===== src/rtl/controller_sequencer.sv =====
// controller_sequencer: one-hot T1..T6 timing ring with HALT state and control-word decode
module controller_sequencer (
    input  logic       clk,
    input  logic       rst,
    input  logic       run,
    input  logic [3:0] opcode,
    output logic       cp,
    output logic       ep,
    output logic       lm,
    output logic       ce,
    output logic       li,
    output logic       ei,
    output logic       la,
    output logic       ea,
    output logic       su,
    output logic       eu,
    output logic       lb,
    output logic       lo,
    output logic       halt,
    output logic [5:0] tstate
);
    localparam logic [6:0] ST_T1   = 7'b0000001;
    localparam logic [6:0] ST_HALT = 7'b1000000;
    logic [6:0] s;
    logic [6:0] s_nxt;
    logic [5:0] t;
    logic       mem;
    logic       alu;
    // state register: bit6 is HALT, bits5..0 are T6..T1
    always_ff @(posedge clk)
        s <= rst ? ST_T1 : s_nxt;
    // next state: illegal codes recover to T1, HALT and run=0 hold, HLT in T4 halts
    always_comb
        s_nxt = !$onehot(s) ? ST_T1 :
                (s[6] || !run) ? s :
                (s[3] && opcode == 4'hf) ? ST_HALT :
                {1'b0, s[4:0], s[5]};
    // control decode of the current T-state and opcode, gated to zero when stopped
    always_comb begin
        t   = ($onehot(s) && run) ? s[5:0] : 6'b0;
        mem = opcode == 4'h0 || opcode == 4'h1 || opcode == 4'h2;
        alu = opcode == 4'h1 || opcode == 4'h2;
        ep  = t[0];
        cp  = t[1];
        li  = t[2];
        lm  = t[0] || (t[3] && mem);
        ce  = t[2] || (t[4] && mem);
        ei  = t[3] && mem;
        la  = (t[4] && opcode == 4'h0) || (t[5] && alu);
        lb  = t[4] && alu;
        eu  = t[5] && alu;
        su  = t[5] && opcode == 4'h2;
        ea  = t[3] && opcode == 4'he;
        lo  = t[3] && opcode == 4'he;
    end
    assign halt   = s == ST_HALT;
    assign tstate = s[5:0];
endmodule


===== config.mk =====
export PLATFORM = sky130hd
export DESIGN_NAME = controller_sequencer
export DESIGN_NICKNAME = d
export VERILOG_FILES = /design/src/rtl/controller_sequencer.sv
export SDC_FILE = /design/constraint.sdc
export NUM_CORES = 1
export LEC_CHECK = 0
export CAP_MARGIN = 20
export CORE_MARGIN = 2
export CORE_UTILIZATION = 45
export CTS_BUF_LIST = sky130_fd_sc_hd__clkbuf_4 sky130_fd_sc_hd__clkbuf_8
export CTS_CLUSTER_SIZE = 20
export DETAILED_ROUTE_END_ITERATION = 8
export PLACE_DENSITY = 0.86
export SETUP_SLACK_MARGIN = 0.5
export SYNTH_ARGS = -nofsm -noshare
export SYNTH_HDL_FRONTEND = slang
export SYNTH_SLANG_ARGS = --single-unit

===== constraint.sdc =====
create_clock -name clk -period 4.9 [get_ports clk]
set_input_delay 0.98 -clock clk [delete_from_list [all_inputs] [get_ports clk]]
set_output_delay 0.98 -clock clk [all_outputs]
set_load 0.005 [all_outputs]

# Word-level counts from Yosys, hierarchy flattened

Index checks and enable logic that the tools add are counted.

$add $sub $neg: 6
Muxes and demuxes: 2
Bitwise operators: 1
Reduce and logical (&&, ||, !) cells: 19
Equality and inequality tests: 6

Operators by type and width:

| kind                                          | count |
|---|---|
| logical AND 1 bit                             | 9 |
| == test 4 bit, second input constant          | 2 |
| == test 7 bit, second input constant          | 1 |
| logical OR 1 bit                              | 7 |
| two-way mux 7 bit                             | 1 |
| adder 1 x 1 -> 2 bit                          | 3 |
| two-way mux 6 bit                             | 1 |
| == test 4 x 1 -> 1 bit, second input constant | 1 |
| == test 4 x 2 -> 1 bit, second input constant | 1 |
| logical NOT 4 bit                             | 1 |
| adder 2 x 1 -> 3 bit                          | 1 |
| adder 2 x 2 -> 3 bit                          | 1 |
| adder 3 bit                                   | 1 |
| == test 3 x 1 -> 1 bit, second input constant | 1 |
| OR reduction 2 bit                            | 1 |
| logical NOT 1 bit                             | 1 |
| inverter 1 bit                                | 1 |

Input port bits: 7
Register bits after elaboration: 7

# Longest topological paths before layout

Gate-level depths: netlist (run 1).

Depth after elaboration: 8
Depth in mapped cells: 10

# Worst setup path before layout (run 1)

No wires, ideal clock.

Kind: register to output
From: register s[0]
To: output port lo
Stages on the path, launching flop included: 11
Buffers on the path: 2
Arrival: 3.370 ns
Setup slack: 0.550 ns
Data required time: 3.920 ns
Cells stage by stage: dfxtp_1 > inv_1 > fa_1 > fa_1 > fa_1 > inv_1 > fa_1 > or4b_4 > buf_6 > nor3_1 > buf_4

Longest elaborated chain between the ends: 7

Ends and longest elaborated chain:

| element                                    | line | source |
|---|---|---|
| from (decl)                                | 24   | `logic [6:0] s;` |
| from (signal assigned)                     | 31   | `s <= rst ? ST_T1 : s_nxt;` |
| adder 1 x 1 -> 2 bit (not written as such) | 40   | `t = ($onehot(s) && run) ? s[5:0] : 6'b0;` |
| adder 2 x 2 -> 3 bit (not written as such) | 40   |  |
| adder 3 bit (not written as such)          | 40   |  |
| == test 3 x 1 -> 1 bit                     | 40   |  |
| logical AND 1 bit                          | 40   |  |
| two-way mux 6 bit                          | 40   |  |
| logical AND 1 bit                          | -    |  |
| to (decl)                                  | 18   | `output logic lo,` |

Every way passes these cells.

# Worst setup path in the final report (run 1)

From: register s[0]
To: output port eu

Longest elaborated chain between the ends: 7

Ends and longest elaborated chain:

| element                                    | line | source |
|---|---|---|
| adder 1 x 1 -> 2 bit (not written as such) | 40   |  |
| adder 2 x 2 -> 3 bit (not written as such) | 40   |  |
| adder 3 bit (not written as such)          | 40   |  |
| == test 3 x 1 -> 1 bit                     | 40   |  |
| logical AND 1 bit                          | 40   |  |
| two-way mux 6 bit                          | 40   |  |
| logical AND 1 bit                          | 51   | `eu = t[5] && alu;` |
| to (decl)                                  | 16   | `output logic eu,` |

Every way passes these cells.

==> reports/metrics.yaml, run 1 <==
power:
  clock_power_share_pct: 11.5
  power.internal_uw: 263
  power_leakage_nw: 0.432
  power.density_nw_per_um2: 441
  peakVddDrop_mv: 0.302
  p_comb_share_pct: 71.3
  pwr-share-seq_pct: 17.2
  switching_share_pct: 41.0
  switchingPower_uw: 183
  power.total_uw: 446
clock_network:
  cts-root-buf: "clkbuf_4"
  clkTransAtPathRegs_ns: 0.06
  htreeDepth: 1
  clk_latency_ns: 0.25
  cts_buffers: 3
  clk_path_buf_depth: 2
  cts_sinks: 7
  cts_tree: "done"
cells_and_area:
  largest_reg_flops: 7
  top_regs: "s (7)"
  final_nets: 121
  n_antenna_cell: 0
  fillers: 111
  top_register: "s"
  drive_gt1_share_pct: 47.2
  stdcell_count: 124
  syn_to_final_growth_pct: 49.0
floorplan:
  start_util_pct: 46.7
  coreArea_um2: 1450
  io_pins: 26
  fp.dieW_um: 42.9
  dieHeight_um: 42.9
  dieArea_um2: 1840
  rows: 14
critical_path:
  crit_path_start_kind: "register"
  cpMostUsedCell: "fa_1"
  critPathCaptureType: "primary output"
  cp.buffers_inverters: 4
  worstPathArrival_ns: 3.53
  slowest_stage: "or4b_4"
  r2r_cells: 11
  worst-setup-path-type: "register to primary output"
  r2r-start: "s[0]"
  critPathTopFamily: "adder cells"
  cp-endpoint: "eu"
  r2r_end: "s[0]"
  reg2reg_slack_ns: 1.30
  cp_cell_sequence: "inv_4 > fa_1 > fa_1 > fa_2 > inv_2 > fa_1 > or4b_4 > nor2b_4 > buf_6 > and3_4 > buf_6"
  critPathLaunch: "s[0]"
  cp_max_fo: 4
  crit_cells: 11
  critPathMaxStageDelay_ns: 0.58
  cp.required_ns: 3.92
sta:
  setup_slack_ns: 0.388
  max_freq_ghz: 0.222
  fin_setup_tns_ns: 0
  fin_skew_ns: 0.00607
  max_slew_margin_pct: 48.0
  rsz0062_at_grt: "yes"
  tightest_slew_ns: 0.779
  min_period_ns: 4.51
  period_share_pct: 92.1
  final_max_slew_viol_count: 0
  setup_viol: 0
  hold_violations: 0
synth:
  syn_area_per_cell_um2: 8.82
  ys_warn_count: 0
  synth_top_area_share_pct: 20.6
  synth_edf_count: 0
  synth_cell_types: 31
  synthCells: 77
  syn_area_um2: 679
  yosys-top-cells-area: "dfxtp_1, fa_1, o32ai_2"
  yosys.area.top_type: "dfxtp_1"
  synth-main-ff-cell: "dfxtp_1"
  ys_ff_latch: 7
  synth.yosys.seq_area_share_pct: 20.6
  synth_nets: 89
  synthArstFlopShare_pct: 0
routing:
  drt_iter0_markers: 11
  post-route-drc-count: 0
  first_pass_iters: 4
  wl_per_cell_um: 13.9
  antenna_left: 0
  route.vias.total: 687
  via_per_inst: 5.54
  routed_wl_mm: 1.73
place:
  dp_hpwl_mm: 1.22
  dpl.cell_count: 108
  post-place-ws_ns: 0.157
  portBuffers: 25
  place.gp.congestion: 0.850
global_routing:
  grt_max_degree: 10
  grt_pass1_wl_mm: 2.77
  grt.total_usage_pct: 19.4
  antenna_found_initial: 0
  grt_pass1_vias: 637
  overflow: 0
run_status:
  outcome: "complete, no violations"
job:
  max-cap-violations: 0
min_path:
  hp-class: "register to register"
## cell families after synthesis
family	after synthesis	share of synthesized area, %
and+or+nand+nor	30	26.5
buffers and inverters	21	17.7
AOI/OAI and AO/OA	12	18.8
DFF	7	20.6
adders and majority gates	5	13.6
xor gates and xnor gates	1	1.29
muxes	1	1.47
## synthesized netlist by cell type, types with 2 or more instances
master and n:
a21oi_1 3, and3_1 4, buf_4 7, buf_6 2, clkbuf_1 2, dfxtp_1 7
fa_1 4, inv_1 10, nand3_1 5, nor2_1 7, nor3_1 3, o32ai_2 4
## area by class of cell
type,instances,area (um2),area share [%]
multi-input cells,50,473,46.7
repair buffers,37,307,30.3
flip-flops and latches,7,143,14.1
inverters,10,42.5,4.20
clock buffers,3,22.5,2.22
well taps,16,20.0,1.98
clock inverters,1,5.00,0.494
## layer usage
layer | up-vias | part of all wire, % | GRT usage, %
li1 | 328 | - | -
met1 | 342 | 40 | 24.0
met2 | 17 | 54 | 34.8
met3 | 0 | 5.6 | 4.26
met4 | 0 | 0 | 2.50
met5 | - | 0 | 0
## power groups by stage
stage	combinational, mW	sequential (mW)	clock, mW
6_report	0.318	0.0769	0.0512
5_1_grt	0.338	0.0774	0.0567
4_1_cts	0.306	0.0752	0.0536
3_5_place_dp	0.196	0.0750	0
3_3_place_gp	0.194	0.0748	0
2_1_floorplan	0.158	0.0735	0
## worst min-delay path by stage
stage,from,cells after the start,to
floorplan,s[6],2,s[6]
global placement,s[1],2,s[2]
detailed placement,s[1],2,s[2]
CTS,s[6],2,s[6]
global route,s[6],2,s[6]
finish,s[6],2,s[6]
## cell usage in the layout, fill, tap and decap left out, types with 2 or more instances in the layout
| cell type | instances |
|---|---|
| a21oi_1 | 3 |
| and3_1 | 3 |
| buf_2 | 10 |
| buf_4 | 8 |
| buf_6 | 5 |
| clkbuf_4 | 3 |
| clkdlybuf4s50_1 | 13 |
| dfxtp_1 | 5 |
| dfxtp_2 | 2 |
| fa_1 | 3 |
| inv_1 | 7 |
| inv_4 | 2 |
| nand3_1 | 5 |
| nor2_1 | 2 |
| nor2_2 | 3 |
| nor2_4 | 2 |
| nor3_2 | 2 |
| o32ai_2 | 4 |
| or4b_4 | 2 |
## metrics by stage
stage	area [um2]	utilization (%)	hold WS [ns]
6_report	1010	69.6	0.525
5_1_grt	1010	69.6	0.572
4_1_cts	991	68.2	0.524
3_5_place_dp	875	60.2	0.506
3_3_place_gp	875	60.2	0.498
2_1_floorplan	679	-	0.477
## worst register-to-register path: stages (launching register included)
cell and delay (ns):
dfxtp_2 0.36, inv_4 0.04, fa_1 0.54, fa_1 0.43, fa_2 0.35, inv_2 0.06
fa_1 0.43, buf_6 0.14, buf_4 0.12, or4_1 0.72, a21oi_1 0.20, o31ai_1 0.09
## repair_timing
item / in CTS / in global routing
buffers inserted: 10 / 1
gates cloned: 1 / 0
hold buffers: 0 / 0
resized for setup: 63 / 7
pin swaps: 12 / 7
setup endpoints to repair: 12 / 12
hold endpoints to repair: 0 / 0
Note: power is estimated with default switching activity, not from simulation.
==> run 2: changes to the inputs <==
--- a/config.mk
+++ b/config.mk
@@ -6,7 +6,7 @@
 export NUM_CORES = 1
 export LEC_CHECK = 0
 export CAP_MARGIN = 20
-export CORE_MARGIN = 2
+export CORE_MARGIN = 4
 export CORE_UTILIZATION = 45
 export CTS_BUF_LIST = sky130_fd_sc_hd__clkbuf_4 sky130_fd_sc_hd__clkbuf_8
 export CTS_CLUSTER_SIZE = 20
==> run 2 against run 1 <==
Compared with the run above:
- register-to-register slack improved by 0.10 ns
- worst hold slack improved by 0.023 ns
- sequential share of layout area decreased by 0.34 points
- total power increased by 5.7%
- non-clock buffer count increased by 2
- maximum frequency decreased by 2.8%
- critical endpoint is now lb
- largest power group unchanged
- highest routed layer is now met4
==> reports/metrics.yaml, run 2 (same netlist as run 1, synthesis figures left out) <==
routing:
  routed_wl_mm: 2.08  # +21%
  route.vias.total: 707  # +2.9%
  drt_iter0_markers: 15  # +4
  wl_per_cell_um: 16.8  # +21%
  post-route-drc-count: 0  # unchanged
  via_per_inst: 5.70  # +2.9%
  antenna_left: 0  # unchanged
  first_pass_iters: 4  # unchanged
global_routing:
  grt_max_degree: 10  # unchanged
  overflow: 0  # unchanged
  grt_pass1_wl_mm: 3.48  # +26%
  grt.total_usage_pct: 22.5  # +3.1 points
  grt_pass1_vias: 766  # +20%
  antenna_found_initial: 0  # unchanged
clock_network:
  cts_sinks: 7  # unchanged
  cts_tree: "done"
  cts-root-buf: "clkbuf_4"
  clk_path_buf_depth: 2  # unchanged
  clk_latency_ns: 0.27  # +0.02 ns
  clkTransAtPathRegs_ns: 0.05  # about the same
  htreeDepth: 1  # unchanged
  cts_buffers: 3  # unchanged
sta:
  fin_setup_tns_ns: 0  # unchanged
  max_slew_margin_pct: 47.8  # -0.19 points
  fin_skew_ns: 0.0143  # +0.00825 ns
  final_max_slew_viol_count: 0  # unchanged
  timing.hold.ws_ns: 0.548  # +0.0227 ns
  period_share_pct: 94.7  # +2.6 points
  hold_violations: 0  # unchanged
  min_period_ns: 4.64  # +0.128 ns
  tightest_slew_ns: 0.782  # +0.00286 ns
  rsz0062_at_grt: "yes"
  max_freq_ghz: 0.216  # -2.8%
  setup_viol: 0  # unchanged
power:
  p_comb_share_pct: 70.6  # -0.7 points
  power_leakage_nw: 0.453  # +4.8%
  pwr-share-seq_pct: 16.2  # -1.0 points
  switching_share_pct: 39.3  # -1.7 points
  power.internal_uw: 286  # +8.7%
  peakVddDrop_mv: 0.306  # +1.2%
  switchingPower_uw: 185  # +1.3%
  clock_power_share_pct: 13.2  # +1.7 points
  power.density_nw_per_um2: 455  # +3.1%
cells_and_area:
  syn_to_final_growth_pct: 52.7
  top_register: "s"
  final_cell_mix: "clkdlybuf4s50_1, buf_4, buf_2"
  n_antenna_cell: 0  # unchanged
  final_nets: 122  # +0.83%
  largest_reg_flops: 7  # unchanged
  stdcell_count: 124  # unchanged
  top_regs: "s (7)"
  final_common_cell: "clkdlybuf4s50_1"
  drive_gt1_share_pct: 45.0  # -2.3 points
place:
  portBuffers: 25  # unchanged
  place.gp.congestion: 0.867  # +1.9%
  dp_hpwl_mm: 1.38  # +14%
  dpl.cell_count: 107  # -0.93%
floorplan:
  fp.dieW_um: 46.9  # +9.3%
  dieArea_um2: 2200  # +20%
  start_util_pct: 49.7  # +3.0 points
  coreArea_um2: 1370  # -6.0%
  io_pins: 26  # unchanged
  dieHeight_um: 46.9  # +9.3%
  rows: 13  # -1
critical_path:
  critPathMaxStageDelay_ns: 0.60  # +0.02 ns
  cpMostUsedCell: "fa_1"
  critPathCaptureType: "primary output"
  cp_max_fo: 4  # unchanged
  cp_cell_sequence: "inv_2 > fa_1 > fa_1 > fa_2 > inv_2 > fa_1 > or4b_4 > buf_6 > nor2b_4 > buf_4 > and3_1 > buf_2"
  worst-setup-path-type: "register to primary output"
  slowest_stage: "or4b_4"
  crit_path_start_kind: "register"
  cp.required_ns: 3.92  # about the same
  worstPathArrival_ns: 3.66  # +0.13 ns
run_status:
  outcome: "complete, no violations"
min_path:
  hp-class: "register to register"
job:
  max-cap-violations: 0  # unchanged
-- run 2: layer usage --
layer	wire (um)	global-route usage [%]
met3	176	4.98
met2	1100	40.4
met1	771	25.2
met5	0	0
met4	37	9.94
-- run 2: area by class of cell --
cell class	count	area, um2
multi-input cells	49	459
repair buffers	39	347
fillers	99	329
flip-flops and latches	7	143
inverters	10	40.0
clock buffers	4	30.0
well taps	15	18.8
-- run 2: through the flow --
| step | cell area, um2 | total power [mW] | utilization [%] | setup slack, ns |
|---|---|---|---|---|
| after global placement | 873 | 0.266 | 63.9 | 0.0919 |
| after CTS | 981 | 0.418 | 71.8 | 0.229 |
| final | 1040 | 0.472 | 75.9 | 0.260 |
| after detailed placement | 873 | 0.276 | 63.9 | 0.0646 |
| after global routing | 1040 | 0.507 | 75.9 | 0.143 |
| after floorplan | 679 | 0.231 | - | 0.550 |
-- run 2: repair_timing --
item | 4_1_cts | 5_1_grt
endpoints found under the setup margin | 12 | 12
gates cloned | 0 | 0
pin swaps | 7 | 8
setup buffers | 10 | 3
hold buffers | 0 | 0
resized for setup | 50 | 14
-- run 2: path summary, 6_finish.rpt --
kind | depth (start not counted) | start | slack (ns) | end
max | 12 | s[0] | 0.26 | lb
min | 2 | s[6] | 0.55 | s[6]
max reg2reg | 10 | s[0] | 1.40 | s[0]
min reg2reg | 2 | s[6] | 0.55 | s[6]
-- run 2: critical path: cells and delay by family (launching register included) --
family / cells / cell delay [ns]
AND/OR/NAND/NOR: 3 / 0.83
buffers and inverters: 5 / 0.49
adder cells (fa/ha/maj): 4 / 1.76
flip-flops: 1 / 0.34
-- run 2: power by group through the flow --
stage / Sequential (mW) / Combinational (mW) / Clock (mW)
global route: 0.0772 / 0.364 / 0.0654
CTS: 0.0757 / 0.279 / 0.0631
floorplan: 0.0735 / 0.158 / 0
global placement: 0.0763 / 0.190 / 0
finish: 0.0764 / 0.333 / 0.0621
detailed placement: 0.0760 / 0.200 / 0
